<file path="config.mk">
export PLATFORM = sky130hd
export DESIGN_NAME = mmio_uart_tx
export DESIGN_NICKNAME = d
export VERILOG_FILES = /design/src/rtl/mmio_uart_tx_pkg.sv /design/src/rtl/uart_tx_fifo.sv /design/src/rtl/mmio_uart_tx.sv
export SDC_FILE = /design/constraint.sdc
export NUM_CORES = 1
export LEC_CHECK = 0
export ABC_AREA = 1
export BUFFER_PORTS_ARGS = -buffer_cell sky130_fd_sc_hd__buf_2
export CAP_MARGIN = 20
export CORE_MARGIN = 2
export CORE_UTILIZATION = 58
export DETAILED_ROUTE_END_ITERATION = 16
export GPL_ROUTABILITY_DRIVEN = 0
export PLACE_DENSITY_LB_ADDON = 0.1
export SLEW_MARGIN = 20
export SYNTH_ARGS = -nofsm -noshare
export SYNTH_HDL_FRONTEND = slang
export SYNTH_SLANG_ARGS = --single-unit
</file>
<file path="constraint.sdc">
create_clock -name clk -period 6.5 [get_ports clk]
set_input_delay 0.65 -clock clk [delete_from_list [all_inputs] [get_ports clk]]
set_output_delay 0.65 -clock clk [all_outputs]
set_load 0.02 [all_outputs]
</file>
<file path="src/rtl/mmio_uart_tx_pkg.sv">
`default_nettype none
// ============================================================================
// Module      : mmio_uart_tx_pkg
// Description : Shared types and register map for the MMIO UART transmitter.
// Revision    : 1.0 - initial release
// ============================================================================
package mmio_uart_tx_pkg;

    typedef logic [31:0] DataPath;
    typedef logic [31:0] DataAddrPath;
    typedef logic [7:0]  UartByte;

    typedef enum logic [2:0] {
        IDLE   = 3'd0,
        START  = 3'd1,
        DATA   = 3'd2,
        STOP   = 3'd3,
        PARITY = 3'd4
    } UartState;

    localparam DataAddrPath UART_TXDATA_OFFSET = 32'h0;
    localparam DataAddrPath UART_STATUS_OFFSET = 32'h4;

    localparam int UART_STATUS_FULL      = 0;
    localparam int UART_STATUS_EMPTY     = 1;
    localparam int UART_STATUS_BUSY      = 2;
    localparam int UART_STATUS_OVF       = 3;
    localparam int UART_STATUS_COUNT_LSB = 4;
    localparam int UART_STATUS_COUNT_W   = 4;
    localparam int UART_STATUS_PARITY    = 8;

    // STATUS only has a 4-bit count field, so deeper FIFOs read back as 15.
    function automatic logic [3:0] satCount4(input logic [31:0] count);
        return (count > 32'd15) ? 4'hF : count[3:0];
    endfunction

endpackage
`default_nettype wire

</file>
<file path="src/rtl/uart_tx_fifo.sv">
`default_nettype none
// ============================================================================
// Module      : uart_tx_fifo
// Description : Synchronous byte FIFO with first-word fall-through read data.
// Revision    : 1.0 - initial release
// ============================================================================
module uart_tx_fifo
    import mmio_uart_tx_pkg::*;
#(
    parameter int DEPTH = 8,
    localparam int PTR_W = $clog2(DEPTH),
    localparam int CNT_W = PTR_W + 1
) (
    input  logic             clk,
    input  logic             rst,
    input  logic             push,
    input  logic             pop,
    input  UartByte          wrData,
    output UartByte          rdData,
    output logic             full,
    output logic             empty,
    output logic [CNT_W-1:0] count
);

    UartByte          r_mem [DEPTH];
    logic [PTR_W-1:0] r_wrPtr;
    logic [PTR_W-1:0] r_rdPtr;
    logic [CNT_W-1:0] r_count;
    logic             w_doPush;
    logic             w_doPop;

    assign full   = (r_count == CNT_W'(DEPTH));
    assign empty  = (r_count == '0);
    assign count  = r_count;
    assign rdData = r_mem[r_rdPtr];

    // A pop in the same cycle frees the slot, so a push into a full FIFO is fine then.
    assign w_doPop  = pop && !empty;
    assign w_doPush = push && (!full || w_doPop);

    always_ff @(posedge clk) begin
        if (w_doPush) begin
            r_mem[r_wrPtr] <= wrData;
        end
    end

    always_ff @(posedge clk or negedge rst) begin
        if (!rst) begin
            r_wrPtr <= '0;
            r_rdPtr <= '0;
            r_count <= '0;
        end else begin
            if (w_doPush) begin
                r_wrPtr <= r_wrPtr + PTR_W'(1);
            end
            if (w_doPop) begin
                r_rdPtr <= r_rdPtr + PTR_W'(1);
            end
            case ({w_doPush, w_doPop})
                2'b10:   r_count <= r_count + CNT_W'(1);
                2'b01:   r_count <= r_count - CNT_W'(1);
                default: r_count <= r_count;
            endcase
        end
    end

endmodule
`default_nettype wire

</file>
<file path="src/rtl/mmio_uart_tx.sv">
`default_nettype none
// ============================================================================
// Module      : mmio_uart_tx
// Description : Memory-mapped 8N1 UART transmitter (TXDATA push, STATUS read).
//               Define MMIO_UART_PARITY_EN to add an even parity bit per frame.
// Revision    : 1.0 - initial release
// ============================================================================
module mmio_uart_tx
    import mmio_uart_tx_pkg::*;
#(
    parameter DataAddrPath BASE_ADDR    = 32'h100,
    parameter int          FIFO_DEPTH   = 8,
    parameter int          CLKS_PER_BIT = 16
) (
    input  logic        clk,
    input  logic        rst,
    input  DataAddrPath dataAddr,
    input  DataPath     dataOut,
    input  logic        dataWrEnable,
    output DataPath     rdData,
    output logic        hit,
    output logic        txd
);

    localparam int c_BAUD_W = (CLKS_PER_BIT > 2) ? $clog2(CLKS_PER_BIT) : 1;
    localparam int c_CNT_W  = $clog2(FIFO_DEPTH) + 1;
    localparam logic [c_BAUD_W-1:0] c_BAUD_ONE  = c_BAUD_W'(1);
    localparam logic [c_BAUD_W-1:0] c_BAUD_LAST = c_BAUD_W'(CLKS_PER_BIT - 1);

    logic               w_hitTx;
    logic               w_hitStatus;
    logic               w_pushReq;
    logic               w_pop;
    logic               w_drop;
    logic               w_full;
    logic               w_empty;
    logic [c_CNT_W-1:0] w_count;
    UartByte            w_fifoData;
    logic               w_unusedBits;

    UartState            r_state;
    UartState            w_stateNext;
    logic [c_BAUD_W-1:0] r_baudCnt;
    logic [c_BAUD_W-1:0] w_baudNext;
    logic [2:0]          r_bitIdx;
    logic [2:0]          w_bitIdxNext;
    logic [2:0]          w_bitIdxInc;
    UartByte             r_shift;
    UartByte             w_shiftNext;
    logic                r_txd;
    logic                w_txdNext;
    logic                w_bitEnd;
    logic                r_ovf;

    assign w_hitTx     = (dataAddr == BASE_ADDR + UART_TXDATA_OFFSET);
    assign w_hitStatus = (dataAddr == BASE_ADDR + UART_STATUS_OFFSET);
    assign hit         = w_hitTx || w_hitStatus;
    assign w_pushReq   = dataWrEnable && w_hitTx;
    assign w_drop      = w_pushReq && w_full && !w_pop;
    assign w_unusedBits = ^dataOut[31:8];

    uart_tx_fifo #(
        .DEPTH (FIFO_DEPTH)
    ) u_fifo (
        .clk    (clk),
        .rst    (rst),
        .push   (w_pushReq),
        .pop    (w_pop),
        .wrData (dataOut[7:0]),
        .rdData (w_fifoData),
        .full   (w_full),
        .empty  (w_empty),
        .count  (w_count)
    );

    always_ff @(posedge clk or negedge rst) begin
        if (!rst) begin
            r_ovf <= 1'b0;
        end else if (dataWrEnable && w_hitStatus) begin
            r_ovf <= 1'b0;
        end else if (w_drop) begin
            r_ovf <= 1'b1;
        end
    end

    always_comb begin
        rdData = '0;
        if (w_hitStatus) begin
            rdData[UART_STATUS_FULL]  = w_full;
            rdData[UART_STATUS_EMPTY] = w_empty;
            rdData[UART_STATUS_BUSY]  = (r_state != IDLE);
            rdData[UART_STATUS_OVF]   = r_ovf;
            rdData[UART_STATUS_COUNT_LSB +: UART_STATUS_COUNT_W] = satCount4(32'(w_count));
`ifdef MMIO_UART_PARITY_EN
            rdData[UART_STATUS_PARITY] = 1'b1;
`endif
        end
    end

    assign w_bitEnd    = (r_baudCnt == c_BAUD_LAST);
    assign w_bitIdxInc = r_bitIdx + 3'd1;
    assign txd         = r_txd;

    // txdNext follows the state being entered so txd changes on the same edge as the FSM.
    always_comb begin
        w_stateNext  = r_state;
        w_baudNext   = r_baudCnt + c_BAUD_ONE;
        w_bitIdxNext = r_bitIdx;
        w_shiftNext  = r_shift;
        w_txdNext    = r_txd;
        w_pop        = 1'b0;
        case (r_state)
            IDLE: begin
                w_baudNext = '0;
                w_txdNext  = 1'b1;
                if (!w_empty) begin
                    w_pop       = 1'b1;
                    w_shiftNext = w_fifoData;
                    w_stateNext = START;
                    w_txdNext   = 1'b0;
                end
            end
            START: begin
                if (w_bitEnd) begin
                    w_baudNext   = '0;
                    w_bitIdxNext = '0;
                    w_txdNext    = r_shift[0];
                    w_stateNext  = DATA;
                end
            end
            DATA: begin
                if (w_bitEnd) begin
                    w_baudNext = '0;
                    if (r_bitIdx == 3'd7) begin
`ifdef MMIO_UART_PARITY_EN
                        w_stateNext = PARITY;
                        w_txdNext   = ^r_shift;
`else
                        w_stateNext = STOP;
                        w_txdNext   = 1'b1;
`endif
                    end else begin
                        w_bitIdxNext = w_bitIdxInc;
                        w_txdNext    = r_shift[w_bitIdxInc];
                    end
                end
            end
`ifdef MMIO_UART_PARITY_EN
            PARITY: begin
                if (w_bitEnd) begin
                    w_baudNext  = '0;
                    w_stateNext = STOP;
                    w_txdNext   = 1'b1;
                end
            end
`endif
            STOP: begin
                if (w_bitEnd) begin
                    w_baudNext = '0;
                    if (!w_empty) begin
                        w_pop       = 1'b1;
                        w_shiftNext = w_fifoData;
                        w_stateNext = START;
                        w_txdNext   = 1'b0;
                    end else begin
                        w_stateNext = IDLE;
                        w_txdNext   = 1'b1;
                    end
                end
            end
            default: begin
                w_baudNext  = '0;
                w_stateNext = IDLE;
                w_txdNext   = 1'b1;
            end
        endcase
    end

    always_ff @(posedge clk or negedge rst) begin
        if (!rst) begin
            r_state   <= IDLE;
            r_baudCnt <= '0;
            r_bitIdx  <= '0;
            r_shift   <= '0;
            r_txd     <= 1'b1;
        end else begin
            r_state   <= w_stateNext;
            r_baudCnt <= w_baudNext;
            r_bitIdx  <= w_bitIdxNext;
            r_shift   <= w_shiftNext;
            r_txd     <= w_txdNext;
        end
    end

endmodule
`default_nettype wire

</file>
==> run metrics <==
status=finished clean; full die area=8490 µm²; Area Growth Syn to Fin=10.0%; total power=1.06 mW; Leak=2.00 nW; CP Class=reg -> reg; clock tree root buffer cell=clkbuf_8; CTS tree=built; clk slew on worst S/H paths=0.09 ns; final worst-path cycle share=41.0%; pre-CTS setup slack=3.75 ns; detailed-route via count=3121; Syn Inst Count=445; post-route cell area=4950 µm²; register area=2650 µm²; fmax=375 MHz; fraction of registers with async set/reset=31.2%; post-synthesis sequential area ratio=58.8%; max cap viols=0; worst-path fanout max=11; # H-tree levels=3; Clk pwr share=36.6%; number of post-CTS setup repair buffers=0; Post-DRT Antenna Nets=0; Die Span X=92.1 µm; Placeable Area=7610 µm²; Final TNS setup=0 ns; Synth Area per Inst=10.1 µm²; Worst-Skew Late Latency=0.35 ns; cell taking the most area after synthesis=edfxtp_1; Sw Share=21.7%; total CTS buffers=9; drt first-iter violations=134; Distinct cells, synth=36; total wire length=8.19 mm; number of inserted diodes=0; Final Hold Violating Endpoints=0; ys flop type=edfxtp_1; Worst-Margin Slew=0.971 ns; vias per inst=5.17; clock period minus worst slack=2.66 ns; DP HPWL=5.64 mm; Routed WL per cell=13.6 µm; internal power=0.828 mW; worst hold path class=in -> async; Max VDD drop=0.184 mV; critical path launch point type=flip-flop; nets@finish=577; logic gate share of total power=3.5%; port bufs=52; CTS Sinks=93; WP data required=6.75 ns; Yosys warning count=0; Ports=101; Switching Power=0.229 mW; Post-route DRC=0; Post-Synthesis Cell Area=4500 µm²; Fillers=612; Seq pwr share=59.9%; Yosys top cell area share=42.7%; fin. max-slew vios=0; Min Hold Slack=0.330 ns; num rows=32; Clock Path Buffers=2; first-pass GRT wire length=13.5 mm; largest net degree at the start of global routing=35; layout cells sized above 1=17.5%; unrepaired setup endpoints after global routing=no; Cell Area, Placed=4750 µm²; post_cts resized=0; Final Non-Filler Cells=604; multi-input logic area=1560 µm²; vias in the first global route=2960; placed cell count=588; Worst Skew=0.00752 ns; DIE HEIGHT=92.1 µm; Slew HR=35.2%; most common cell in the netlist=nor2_1; Starting Density=59.2%; DRT Pass-1 Iters=4; Tot GR Track Use=20.7%; initial antenna violation count=0; Final Setup Violations=0; Setup crit end kind=flip-flop; Post-synth top cells=nor2_1, edfxtp_1, nand2_1; Power Density=213 nW/µm²; final core occ=65.1%; GRT Residual Overflow=0; Hold-fix buffers, CTS=0; Arr. time, crit path=2.91 ns; setup ws final=3.84 ns; Synth Register Bits=93; Synth area leaders=edfxtp_1, dfrtp_1, nor2_1; Post-synth EDFFs=64
power groups by stage:
stage,logic (mW),registers [mW],clock network (mW)
2_1_floorplan,0.0264,0.647,0
3_3_place_gp,0.0357,0.646,0
3_5_place_dp,0.0365,0.646,0
4_1_cts,0.0366,0.633,0.397
5_1_grt,0.0411,0.633,0.413
6_report,0.0365,0.633,0.387
path summary, 6_finish.rpt:
path | cells after the start | slack, ns | startpoint | to
max reg2reg | 13 | 3.84 | r_state[0]$_DFFE_PN0P_ | u_fifo.count[2]$_DFFE_PN0P_
min | 1 | 0.33 | rst | r_baudCnt[1]$_DFF_PN0_
max in group asynchronous | 1 | 5.73 | rst | r_shift[2]$_DFFE_PN0P_
min in group clk | 1 | 0.46 | r_baudCnt[0]$_DFF_PN0_ | r_baudCnt[0]$_DFF_PN0_
min reg2reg | 1 | 0.46 | r_baudCnt[0]$_DFF_PN0_ | r_baudCnt[0]$_DFF_PN0_
max | 13 | 3.84 | r_state[0]$_DFFE_PN0P_ | u_fifo.count[2]$_DFFE_PN0P_
placed cells by master (no fill, tap or decap), drive strengths merged, types with 4 or more instances in the layout:
master / synthesis / routed
a21oi: 8 / 8
buf: 30 / 53
clkbuf: 5 / 9
conb: 1 / 24
dfrtp: 28 / 28
edfxtp: 64 / 64
ha: 13 / 13
inv: 39 / 43
nand2: 55 / 55
nand3: 16 / 16
nand4: 5 / 5
nor2: 94 / 94
nor3: 5 / 5
o211ai: 12 / 12
o21ai: 46 / 46
o22ai: 8 / 8
xnor2: 4 / 4
layer usage:
layer	GRT usage, %	routed length (µm)	vias to the layer above
met5	0	0	-
met4	5.72	131	0
met3	5.26	248	11
met2	36.7	4320	57
met1	25.1	3490	1486
li1	-	-	1567
kinds of logic (layout without fill, tap and decap cells):
family | after synthesis | in the layout | share of synthesized area, %
flip-flops | 93 | 93 | 58.8
buffers and inverters | 74 | 108 | 8.47
AO/OA/AOI/OAI | 79 | 79 | 10.4
XOR/XNOR | 7 | 7 | 1.36
other | 1 | 24 | 0.0833
AND/OR/NAND/NOR | 178 | 178 | 17.3
adder cells (fa/ha/maj) | 13 | 13 | 3.61
flip-flops by register name, indices dropped and copies added, names as in the netlist:
register	flops
u_fifo.r_mem	64
r_shift	8
r_baudCnt	4
u_fifo.count	4
r_bitIdx	3
u_fifo.r_rdPtr	3
u_fifo.r_wrPtr	3
r_state	2
r_ovf	1
txd	1
critical path: stages (launching register included):
cell and delay [ns]:
dfrtp_1 0.41, inv_1 0.10, ha_1 0.38, a21oi_1 0.15, nand2_1 0.13, nand2_2 0.14, nand3_4 0.17, ha_1 0.28
xor2_1 0.24, ha_1 0.19, a21oi_1 0.05, a21oi_1 0.14, o21ai_0 0.09, o21a_1 0.10
layout make-up:
class                           count  area share [%]
Multi-Input combinational cell    301            31.5
Clock buffer                        9            2.50
Timing Repair Buffer               53            5.41
Clock inverter                      7            1.62
Tap cell                          102            2.58
Sequential cell                    93            53.5
Inverter                           39            2.96
(Power assumes the default switching activity.)
